File: src/rtl/tinyalu_drv_pkg.sv
// Shared opcode/state types, command struct and default sizing for the tinyalu command driver.
package tinyalu_drv_pkg;

  localparam int DEF_DEPTH   = 4;
  localparam int DEF_TAG_W   = 4;
  localparam int DEF_TIMEOUT = 15;

  // Any opcode with bit 2 set is a multiply; MUL is the canonical encoding.
  typedef enum logic [2:0] {
    NO_OP = 3'b000,
    ADD   = 3'b001,
    AND   = 3'b010,
    XOR   = 3'b011,
    MUL   = 3'b100
  } op_e;

  typedef enum logic [1:0] {
    IDLE  = 2'd0,
    ISSUE = 2'd1,
    RESP  = 2'd2
  } state_e;

  typedef struct packed {
    logic [7:0]           a;
    logic [7:0]           b;
    logic [2:0]           op;
    logic [DEF_TAG_W-1:0] tag;
  } cmd_t;

endpackage

File: src/rtl/tinyalu_cmd_fifo.sv
// Synchronous FIFO of command structs; head_o is valid whenever empty_o is low.
// full_o/empty_o come from the registered count, so they never see a same-cycle push or pop.
module tinyalu_cmd_fifo
  import tinyalu_drv_pkg::*;
#(
  parameter int  DEPTH = DEF_DEPTH,
  parameter type T     = cmd_t
) (
  input  logic clk,
  input  logic reset,
  input  logic push_i,
  input  T     push_dat_i,
  input  logic pop_i,
  output T     head_o,
  output logic full_o,
  output logic empty_o
);

  localparam int AW = $clog2(DEPTH);
  localparam int CW = AW + 1;
  localparam logic [CW-1:0] FULL_CNT = CW'(DEPTH);

  T              mem_q [DEPTH];
  logic [AW-1:0] wr_ptr_q;
  logic [AW-1:0] rd_ptr_q;
  logic [CW-1:0] count_q;
  logic          do_push;
  logic          do_pop;

  assign full_o  = (count_q == FULL_CNT);
  assign empty_o = (count_q == '0);
  assign do_push = push_i && !full_o;
  assign do_pop  = pop_i && !empty_o;
  assign head_o  = mem_q[rd_ptr_q];

  always_ff @(posedge clk or posedge reset) begin
    if (reset) begin
      wr_ptr_q <= '0;
      rd_ptr_q <= '0;
      count_q  <= '0;
    end else begin
      if (do_push) wr_ptr_q <= wr_ptr_q + 1'b1;
      if (do_pop)  rd_ptr_q <= rd_ptr_q + 1'b1;
      if (do_push && !do_pop)      count_q <= count_q + 1'b1;
      else if (do_pop && !do_push) count_q <= count_q - 1'b1;
    end
  end

  // Storage needs no reset: entries are only read once the count says they were written.
  always_ff @(posedge clk) begin
    if (do_push) mem_q[wr_ptr_q] <= push_dat_i;
  end

endmodule

File: src/rtl/tinyalu_cmd_driver.sv
// tinyalu front end: buffers commands, drops no-ops, issues one at a time, holds each response.
// Define TINYALU_DRV_TIMEOUT_EN to add a watchdog that aborts a hung ALU with rsp_err=1.
module tinyalu_cmd_driver
  import tinyalu_drv_pkg::*;
#(
  parameter int DEPTH   = DEF_DEPTH,
  parameter int TAG_W   = DEF_TAG_W,
  parameter int TIMEOUT = DEF_TIMEOUT
) (
  input  logic             clk,
  input  logic             reset,
  input  logic             cmd_valid,
  output logic             cmd_ready,
  input  logic [7:0]       cmd_a,
  input  logic [7:0]       cmd_b,
  input  logic [2:0]       cmd_op,
  input  logic [TAG_W-1:0] cmd_tag,
  output logic [7:0]       alu_a,
  output logic [7:0]       alu_b,
  output logic [2:0]       alu_op,
  output logic             alu_start,
  input  logic             alu_done,
  input  logic [15:0]      alu_result,
  output logic             rsp_valid,
  input  logic             rsp_ready,
  output logic [15:0]      rsp_result,
  output logic [TAG_W-1:0] rsp_tag,
  output logic             rsp_err
);

  // Same layout as cmd_t, but with the tag sized by this instance's TAG_W.
  typedef struct packed {
    logic [7:0]       a;
    logic [7:0]       b;
    logic [2:0]       op;
    logic [TAG_W-1:0] tag;
  } cmd_w_t;

  cmd_w_t           cmd_in;
  cmd_w_t           head;
  logic             fifo_full;
  logic             fifo_empty;
  logic             fifo_pop;
  state_e           state_q, state_d;
  logic [7:0]       alu_a_q, alu_a_d;
  logic [7:0]       alu_b_q, alu_b_d;
  logic [2:0]       alu_op_q, alu_op_d;
  logic             alu_start_q, alu_start_d;
  logic             rsp_valid_q, rsp_valid_d;
  logic [15:0]      rsp_result_q, rsp_result_d;
  logic [TAG_W-1:0] rsp_tag_q, rsp_tag_d;
  logic             wd_expired;

`ifdef TINYALU_DRV_TIMEOUT_EN
  localparam logic [7:0] WD_LAST = 8'(TIMEOUT - 1);
  logic [7:0] wd_q, wd_d;
  logic       rsp_err_q, rsp_err_d;
  assign wd_expired = (wd_q == WD_LAST);
  assign rsp_err    = rsp_err_q;
`else
  assign wd_expired = 1'b0;
  assign rsp_err    = 1'b0;
  // TIMEOUT has no effect without the watchdog.
  if (TIMEOUT < 1) begin : g_timeout_unused
  end
`endif

  assign cmd_in    = '{a: cmd_a, b: cmd_b, op: cmd_op, tag: cmd_tag};
  assign cmd_ready = !fifo_full;

  tinyalu_cmd_fifo #(
    .DEPTH (DEPTH),
    .T     (cmd_w_t)
  ) u_fifo (
    .clk        (clk),
    .reset      (reset),
    .push_i     (cmd_valid),
    .push_dat_i (cmd_in),
    .pop_i      (fifo_pop),
    .head_o     (head),
    .full_o     (fifo_full),
    .empty_o    (fifo_empty)
  );

  always_ff @(posedge clk or posedge reset) begin
    if (reset) begin
      state_q      <= IDLE;
      alu_a_q      <= '0;
      alu_b_q      <= '0;
      alu_op_q     <= '0;
      alu_start_q  <= 1'b0;
      rsp_valid_q  <= 1'b0;
      rsp_result_q <= '0;
      rsp_tag_q    <= '0;
`ifdef TINYALU_DRV_TIMEOUT_EN
      wd_q         <= '0;
      rsp_err_q    <= 1'b0;
`endif
    end else begin
      state_q      <= state_d;
      alu_a_q      <= alu_a_d;
      alu_b_q      <= alu_b_d;
      alu_op_q     <= alu_op_d;
      alu_start_q  <= alu_start_d;
      rsp_valid_q  <= rsp_valid_d;
      rsp_result_q <= rsp_result_d;
      rsp_tag_q    <= rsp_tag_d;
`ifdef TINYALU_DRV_TIMEOUT_EN
      wd_q         <= wd_d;
      rsp_err_q    <= rsp_err_d;
`endif
    end
  end

  always_comb begin
    state_d = state_q;
    case (state_q)
      IDLE:    if (!fifo_empty && head.op != NO_OP) state_d = ISSUE;
      ISSUE:   if (alu_done || wd_expired) state_d = RESP;
      RESP:    if (rsp_ready) state_d = IDLE;
      default: state_d = IDLE;
    endcase
  end

  always_comb begin
    fifo_pop     = 1'b0;
    alu_a_d      = alu_a_q;
    alu_b_d      = alu_b_q;
    alu_op_d     = alu_op_q;
    alu_start_d  = alu_start_q;
    rsp_valid_d  = rsp_valid_q;
    rsp_result_d = rsp_result_q;
    rsp_tag_d    = rsp_tag_q;
`ifdef TINYALU_DRV_TIMEOUT_EN
    wd_d         = wd_q;
    rsp_err_d    = rsp_err_q;
`endif
    case (state_q)
      IDLE: begin
        // No-ops are popped here and never reach the ALU.
        if (!fifo_empty) begin
          fifo_pop = 1'b1;
          if (head.op != NO_OP) begin
            alu_a_d     = head.a;
            alu_b_d     = head.b;
            alu_op_d    = head.op;
            rsp_tag_d   = head.tag;
            alu_start_d = 1'b1;
`ifdef TINYALU_DRV_TIMEOUT_EN
            wd_d        = '0;
`endif
          end
        end
      end
      ISSUE: begin
`ifdef TINYALU_DRV_TIMEOUT_EN
        wd_d = wd_q + 1'b1;
`endif
        // A done on the expiry cycle takes priority over the abort.
        if (alu_done) begin
          rsp_result_d = alu_result;
          rsp_valid_d  = 1'b1;
          alu_start_d  = 1'b0;
`ifdef TINYALU_DRV_TIMEOUT_EN
          rsp_err_d    = 1'b0;
`endif
        end else if (wd_expired) begin
          rsp_result_d = '0;
          rsp_valid_d  = 1'b1;
          alu_start_d  = 1'b0;
`ifdef TINYALU_DRV_TIMEOUT_EN
          rsp_err_d    = 1'b1;
`endif
        end
      end
      RESP: begin
        if (rsp_ready) rsp_valid_d = 1'b0;
      end
      default: ;
    endcase
  end

  assign alu_a      = alu_a_q;
  assign alu_b      = alu_b_q;
  assign alu_op     = alu_op_q;
  assign alu_start  = alu_start_q;
  assign rsp_valid  = rsp_valid_q;
  assign rsp_result = rsp_result_q;
  assign rsp_tag    = rsp_tag_q;

endmodule

File: config.mk
export PLATFORM = sky130hd
export DESIGN_NAME = tinyalu_cmd_driver
export DESIGN_NICKNAME = d
export VERILOG_FILES = /design/src/rtl/tinyalu_drv_pkg.sv /design/src/rtl/tinyalu_cmd_fifo.sv /design/src/rtl/tinyalu_cmd_driver.sv
export SDC_FILE = /design/constraint.sdc
export NUM_CORES = 1
export LEC_CHECK = 0
export CORE_ASPECT_RATIO = 2
export CORE_MARGIN = 4
export CORE_UTILIZATION = 53
export CTS_CLUSTER_SIZE = 16
export DETAILED_ROUTE_END_ITERATION = 8
export GPL_TIMING_DRIVEN = 0
export PLACE_DENSITY = 0.79
export SYNTH_ARGS = -nofsm -noshare
export SYNTH_HDL_FRONTEND = slang
export SYNTH_SLANG_ARGS = --single-unit
export TNS_END_PERCENT = 50
File: constraint.sdc
create_clock -name clk -period 2.2 [get_ports clk]
set_input_delay 0.44 -clock clk [delete_from_list [all_inputs] [get_ports clk]]
set_output_delay 0.44 -clock clk [all_outputs]
set_load 0.01 [all_outputs]
==> results of run 1 <==
[final cells by class]
type / instances / area share
inverter: 7 / 0.00370
clock buffer: 18 / 0.0605
sequential: 142 / 0.565
multi-input combinational: 103 / 0.188
buffer: 10 / 0.00934
timing repair buffer: 86 / 0.123
clock inverter: 14 / 0.0261
tap: 135 / 0.0238
[registers in the layout (all words and copies together), names as in the netlist]
name	flops
u_fifo.wr_ptr_q	2
rsp_valid	1
u_fifo.rd_ptr_q	2
u_fifo.count_q	3
alu_start	1
rsp_result	16
alu_op	3
state_q	2
alu_b	8
alu_a	8
u_fifo.mem_q	92
rsp_tag	4
[report_power, final]
| group | internal (mW) | switching, mW | leakage (nW) |
|---|---|---|---|
| Combinational | 2.22 | 1.58 | 0.921 |
| Clock | 1.80 | 1.12 | 0.296 |
| Sequential | 3.74 | 0.388 | 1.43 |
[per-layer routing]
| metal | vias to the layer above | wire, um |
|---|---|---|
| li1 | 1226 | - |
| met1 | 1404 | 3590 |
| met2 | 78 | 5540 |
| met3 | 11 | 524 |
| met4 | 0 | 114 |
| met5 | - | 0 |
[cells by family after synthesis]
group,count (synthesis)
simple gates,18
fa+ha+maj,6
mux,61
compound gates,11
flops,142
xor+xnor,6
buf+inv,17
other cells,1
[worst reg2reg max path, delay by kind of cell (launching register included)]
family                   cells  cell delay, ns
XOR/XNOR                     2            0.31
flip-flops                   1            0.44
adder cells (fa/ha/maj)      2            0.60
buffers and inverters        2            0.24
AND/OR/NAND/NOR              3            0.46
[cells in the final DEF, fill, tap and decap left out, types with 2 or more instances in the layout]
cell type	synthesis	final
edfxtp_1	92	92
clkdlybuf4s50_1	0	85
dfrtp_1	50	50
mux4_2	23	23
mux2_2	20	20
mux2_4	18	18
clkbuf_16	0	17
clkinv_4	0	7
inv_1	7	6
o21ai_0	6	6
clkbuf_1	4	5
ha_1	5	5
nand2_1	4	4
xnor2_1	4	4
and3_2	0	4
nor2_1	3	3
buf_6	3	3
bufinv_16	0	3
inv_6	0	3
buf_2	2	2
xor2_1	2	2
a22o_1	2	2
[repair_timing]
item,4_1_cts,5_1_grt
setup buffers,0,0
endpoints found under the setup margin,0,88
gates resized for setup,0,7
[worst max path at each step]
| stage | startpoint | end | slack, ns | depth (start not counted) |
|---|---|---|---|---|
| after floorplan | u_fifo.count_q[0] | u_fifo.count_q[1] | 0.27 | 7 |
| after global placement | reset | alu_b[3] | -0.48 | 2 |
| after detailed placement | cmd_valid | u_fifo.mem_q[2][1] | -0.27 | 2 |
| after CTS | u_fifo.count_q[0] | u_fifo.count_q[1] | 0.009 | 7 |
| after global routing | u_fifo.count_q[0] | u_fifo.count_q[2] | -0.07 | 9 |
| final | u_fifo.count_q[0] | u_fifo.count_q[2] | 0.09 | 9 |
[per-stage QoR]
stage / worst slack [ns] / setup TNS, ns / cell area, um2 / power (mW) / util
6_report: 0.0875 / 0 / 7100 / 10.8 / 0.704
5_1_grt: -0.0700 / -0.0700 / 7100 / 11.4 / 0.704
4_1_cts: 0.00934 / 0 / 7080 / 11.0 / 0.702
3_5_place_dp: -0.267 / -22.62 / 6470 / 7.98 / 0.641
3_3_place_gp: -0.479 / -42.84 / 6450 / 7.83 / 0.639
2_1_floorplan: 0.273 / 0 / 5430 / 6.53 / -
==> summary.md, run 1 <==
| Metric | Value |
|---|---|
| Initial DRC count | between 100 and 150 |
| Simple-gate area share of the yosys netlist | 0.0184 |
| #FFs+latches synth | roughly 140 |
| Initial antenna violation count | 0 |
| Largest net degree at the start of global routing | 29 |
| P per Cell Area | between 1500 and 2000 mW/mm2 |
| Largest area contributor in the netlist | edfxtp_1 |
| Port-buffer cells | 85 |
| Worst-path maximum fanout | 6 |
| Vias | 2719 |
| Diode count | 0 |
| Multiplexer share of the synthesized area | 0.187 |
| Vias in the first global route | 2995 |
| LEAKAGE | between 2 and 3 nW |
| Slew HR | 0.530 |
| Die height | around 150 um |
| Largest family of logic cells by synthesized area | multiplexers |
| Post-synth top cells | edfxtp_1, dfrtp_1, mux4_2 |
| Drt pass-1 iters | 4 |
| FFs w/ async S/R, synth | 0.352 |
| EDFF count, synth | a little over 90 |
| Overflow after GRT | 0 |
| Max-cap viol count | 0 |
| Count leader, synth | edfxtp_1 |
| Post-synthesis xor/xnor area fraction | 0.00968 |
| CTS Hold Bufs | 0 |
| Clock Path Buffers | 2 |
| Fill cells | about 670 |
| Met1 Resource Use GR | 0.203 |
| Adder-cell share of the synthesized area | 0.0152 |
| Drt drc | 0 |
| GR peak layer | met2 |
| Share of cells above drive strength 1 | 0.284 |
| Main synth FF type | edfxtp_1 |
| R2r setup slk | just under 0.09 ns |
| FF-to-FF Start | u_fifo.count_q[0] |
| Worst r2r path cells | 9 |
| Worst Skew | roughly 0.011 ns |
| Worst path top cell family by delay | adder cells |
| Critical Path Start Type | flip-flop |
| Outcome | finished, final reports clean |
| Register Area | roughly 0.004 mm2 |
| Syn nets | around 310 |
| Slowest CP cell | dfrtp_1 |
| Clock Pin Slew Worst Setup and Hold Paths | ~0.060 ns |
| RSZ-0062 raised after global routing | yes |
| Drt total wl | 9.77 mm |
| Hpwl dp | slightly above 6 mm |
| Final Slew Violations | 0 |
| R2R Path End | u_fifo.count_q[2] |
| Synth Instances | between 200 and 300 |
| Final Hold Vio Count | 0 |
| Io pins | 87 |
| Avg Cell Area, Syn | 20.7 um2 |
| Drt via density | around 5.3 |
| Crit path required time | approximately 2.5 ns |
| F_max | between 400 and 500 MHz |
| GR Util met2 | 0.317 |
| Met3 usage | 0.0685 |
| Area taken by multi-input logic gates | 0.00134 mm2 |
| Total CTS buffers | 17 |
| Drt wl/cell | about 19 um |
| Kind of end point of the critical path | flip-flop |
| Area grow syn2layout | 30.8% |
| Gpl congestion | a little under 0.7 |
| CTS tree | built |
| Die W | 79.6 um |
| Finished Layout Cells | approximately 520 |
| Post-synthesis cell area | ~0.0054 mm2 |
| Worst Hold Class | in -> async |
| Antenna Nets Post-Route | 0 |
| # setup viols final | 0 |
| Die area | approximately 0.012 mm2 |
| Minimum clock period | 2.11 ns |
| Netlist cell types | 30 |
| Top-area cell type share of the netlist area | 0.509 |
| Period utilisation layout | 0.960 |
| Placed Cells incl. Taps | about 480 |
| Starting Density | 0.538 |
| Row cnt | 52 |
| CTS H-tree depth | 4 |
| Synth Warn # | 0 |
| Peak supply drop | between 0.9 and 1 mV |
| Final #Nets | between 400 and 500 |
| Total track usage | 0.184 |
| Clk sinks | 142 |
| First-pass GRT wire length | between 15 and 20 mm |
| Synth area leaders | edfxtp_1, dfrtp_1, mux4_2 |
| Core area | 0.0101 mm2 |
| Clk root buf | clkbuf_16 |
| Sequential share of the synthesized area | 0.740 |
| CP Class | reg -> reg |
| CP max stage delay | 0.44 ns |
| Arr. time, crit path | between 2 and 2.5 ns |
| Post-synthesis compound-gate area fraction | 0.0127 |
| Slew @ Worst Pin | about 0.71 ns |
| Final hold slack | 0.374 ns |
| Crit path cell chain | nor3_2, nor3_4, inv_1, ha_1, inv_1, fa_1, xor2_1, nor2_1, xor2_1 |
| Clk_lat worst skew | between 0.4 and 0.5 ns |
| Bufs and invs on worst path | 2 |
Note: power is estimated with default switching activity, not from simulation.
==> inputs of run 2 (changes only) <==
--- a/config.mk
+++ b/config.mk
@@ -5,6 +5,7 @@
 export SDC_FILE = /design/constraint.sdc
 export NUM_CORES = 1
 export LEC_CHECK = 0
+export CAP_MARGIN = 25
 export CORE_ASPECT_RATIO = 2
 export CORE_MARGIN = 4
 export CORE_UTILIZATION = 53
==> summary.md, run 2 (same netlist as run 1, synthesis figures left out) <==
| Metric | Value |
|---|---|
| Outcome | finished, final reports clean |
| Commonest cells after routing, fill and taps aside | edfxtp_1, clkdlybuf4s50_1, dfrtp_1 |
| Antenna Nets Post-Route | 0 |
| Vias | between 2000 and 3000 |
| Design area | 0.00712 mm2 |
| LEAKAGE | 2.66 nW |
| Peak supply drop | about 0.97 mV |
| Fin util | 0.706 |
| Share of cells above drive strength 1 | 0.281 |
| Register Area | ~0.0040 mm2 |
| Io pins | 87 |
| Area grow syn2layout | 31.2% |
| CTS tree | built |
| Post-CTS setup buffer count | 0 |
| # setup viols final | 0 |
| Total track usage | 0.175 |
| Max reg flops | about 90 |
| Clk root buf | clkbuf_16 |
| Row cnt | 52 |
| Starting Density | 0.538 |
| Die height | approximately 150 um |
| Placed cell areas | about 0.0065 mm2 |
| Final hold slack | between 0.3 and 0.4 ns |
| Bufs and invs on worst path | 2 |
| Crit path required time | around 2.5 ns |
| Commonest non-fill, non-tap cell in the layout | edfxtp_1 |
| Final #Nets | ~420 |
| Initial DRC count | roughly 120 |
| Largest net degree at the start of global routing | 29 |
| Final Hold Vio Count | 0 |
| Final Slew Violations | 0 |
| Worst Hold Class | in -> async |
| Vias in the first global route | roughly 3000 |
| Core area | 0.0101 mm2 |
| CTS Hold Bufs | 0 |
| Clock Path Buffers | 2 |
| CTS H-tree depth | 4 |
| Cts repair resizes | 0 |
| Slowest CP cell | dfrtp_1 |
| Slew @ Worst Pin | around 0.80 ns |
| Die area | 0.0120 mm2 |
| Critical Path Start Type | flip-flop |
| Setup total negative slack | 0 ns |
| Drt via density | about 5.2 |
| First-pass GRT wire length | about 15 mm |
| Top reg by flops | u_fifo.mem_q |
| Worst-path maximum fanout | 6 |
| Gpl congestion | between 0.6 and 0.7 |
| Arr. time, crit path | around 2.4 ns |
| Drt pass-1 iters | 4 |
| Worst path top cell family by delay | adder cells |
| Port-buffer cells | 85 |
| Clk sinks | ~140 |
| Clock Pin Slew Worst Setup and Hold Paths | 0.06 ns |
| Crit path cell chain | nor3_2, nor3_4, inv_1, ha_1, inv_1, fa_1, xor2_1, nor2_1, xor2_1 |
| Minimum clock period | ~2.1 ns |
| Drt total wl | ~9.4 mm |
| Max-cap viol count | 0 |
| Kind of end point of the critical path | flip-flop |
| Area taken by multi-input logic gates | 0.00133 mm2 |
| Worst Skew | approximately 0.013 ns |
| CP max stage delay | about 0.44 ns |
| Total CTS buffers | 17 |
| Hpwl dp | around 6.6 mm |
| Drt drc | 0 |
| RSZ-0062 raised after global routing | yes |
| CP Class | reg -> reg |
| Fill cells | approximately 670 |
| P per Cell Area | 1500 mW/mm2 |
| Clk_lat worst skew | between 0.4 and 0.5 ns |
| Initial antenna violation count | 0 |
| Drt wl/cell | ~18 um |
| F_max | between 400 and 500 MHz |
| Slew HR | 0.469 |
| Overflow after GRT | 0 |
| Die W | 79.6 um |
| Period utilisation layout | 0.949 |
| Diode count | 0 |
-- run 2: layout make-up --
cell class,count,area share
Sequential cell,142,0.563
Multi-Input combinational cell,103,0.187
Timing Repair Buffer,90,0.131
Clock buffer,19,0.0622
Tap cell,135,0.0237
Clock inverter,13,0.0198
Buffer,10,0.00931
Inverter,7,0.00369
-- run 2: report_power, final --
part | total [mW] | switching, mW | internal [mW]
Clock | 2.75 | 1.05 | 1.70
Combinational | 3.84 | 1.58 | 2.26
Sequential | 4.12 | 0.385 | 3.73
-- run 2: worst reg2reg max path, delay by kind of cell, from the launching register on --
kind                       cells  cell delay (ns)
adders and majority gates      2             0.58
and+or+nand+nor                3             0.47
DFF                            1             0.44
xor gates and xnor gates       2             0.30
buffers and inverters          2             0.23
-- run 2: per-stage QoR --
step                instances  total power [mW]  worst slack (ns)
global route              519              11.3           -0.0399
finish                    519              10.7             0.113
global placement          482              7.83            -0.479
floorplan                 262              6.53             0.273
detailed placement        487              8.04            -0.168
CTS                       519              10.8            0.0789
-- run 2: final timing paths --
check / startpoint / end / slack [ns] / depth (start not counted)
worst max-delay path: u_fifo.count_q[0] / u_fifo.count_q[2] / 0.11 / 9
worst min-delay path: reset / rsp_result[9] / 0.38 / 2
worst max register to register: u_fifo.count_q[0] / u_fifo.count_q[2] / 0.11 / 9
worst min register to register: rsp_result[5] / rsp_result[5] / 0.50 / 1
max in group asynchronous: reset / alu_b[0] / 1.30 / 3
min in group clk: rsp_result[5] / rsp_result[5] / 0.50 / 1
-- run 2: routing by layer --
layer | vias up | wire (um) | global-route usage
met5 | - | 0 | 0
met1 | 1389 | 3350 | 0.182
met2 | 77 | 5490 | 0.315
met3 | 13 | 446 | 0.0518
li1 | 1228 | - | -
met4 | 0 | 155 | 0.0800
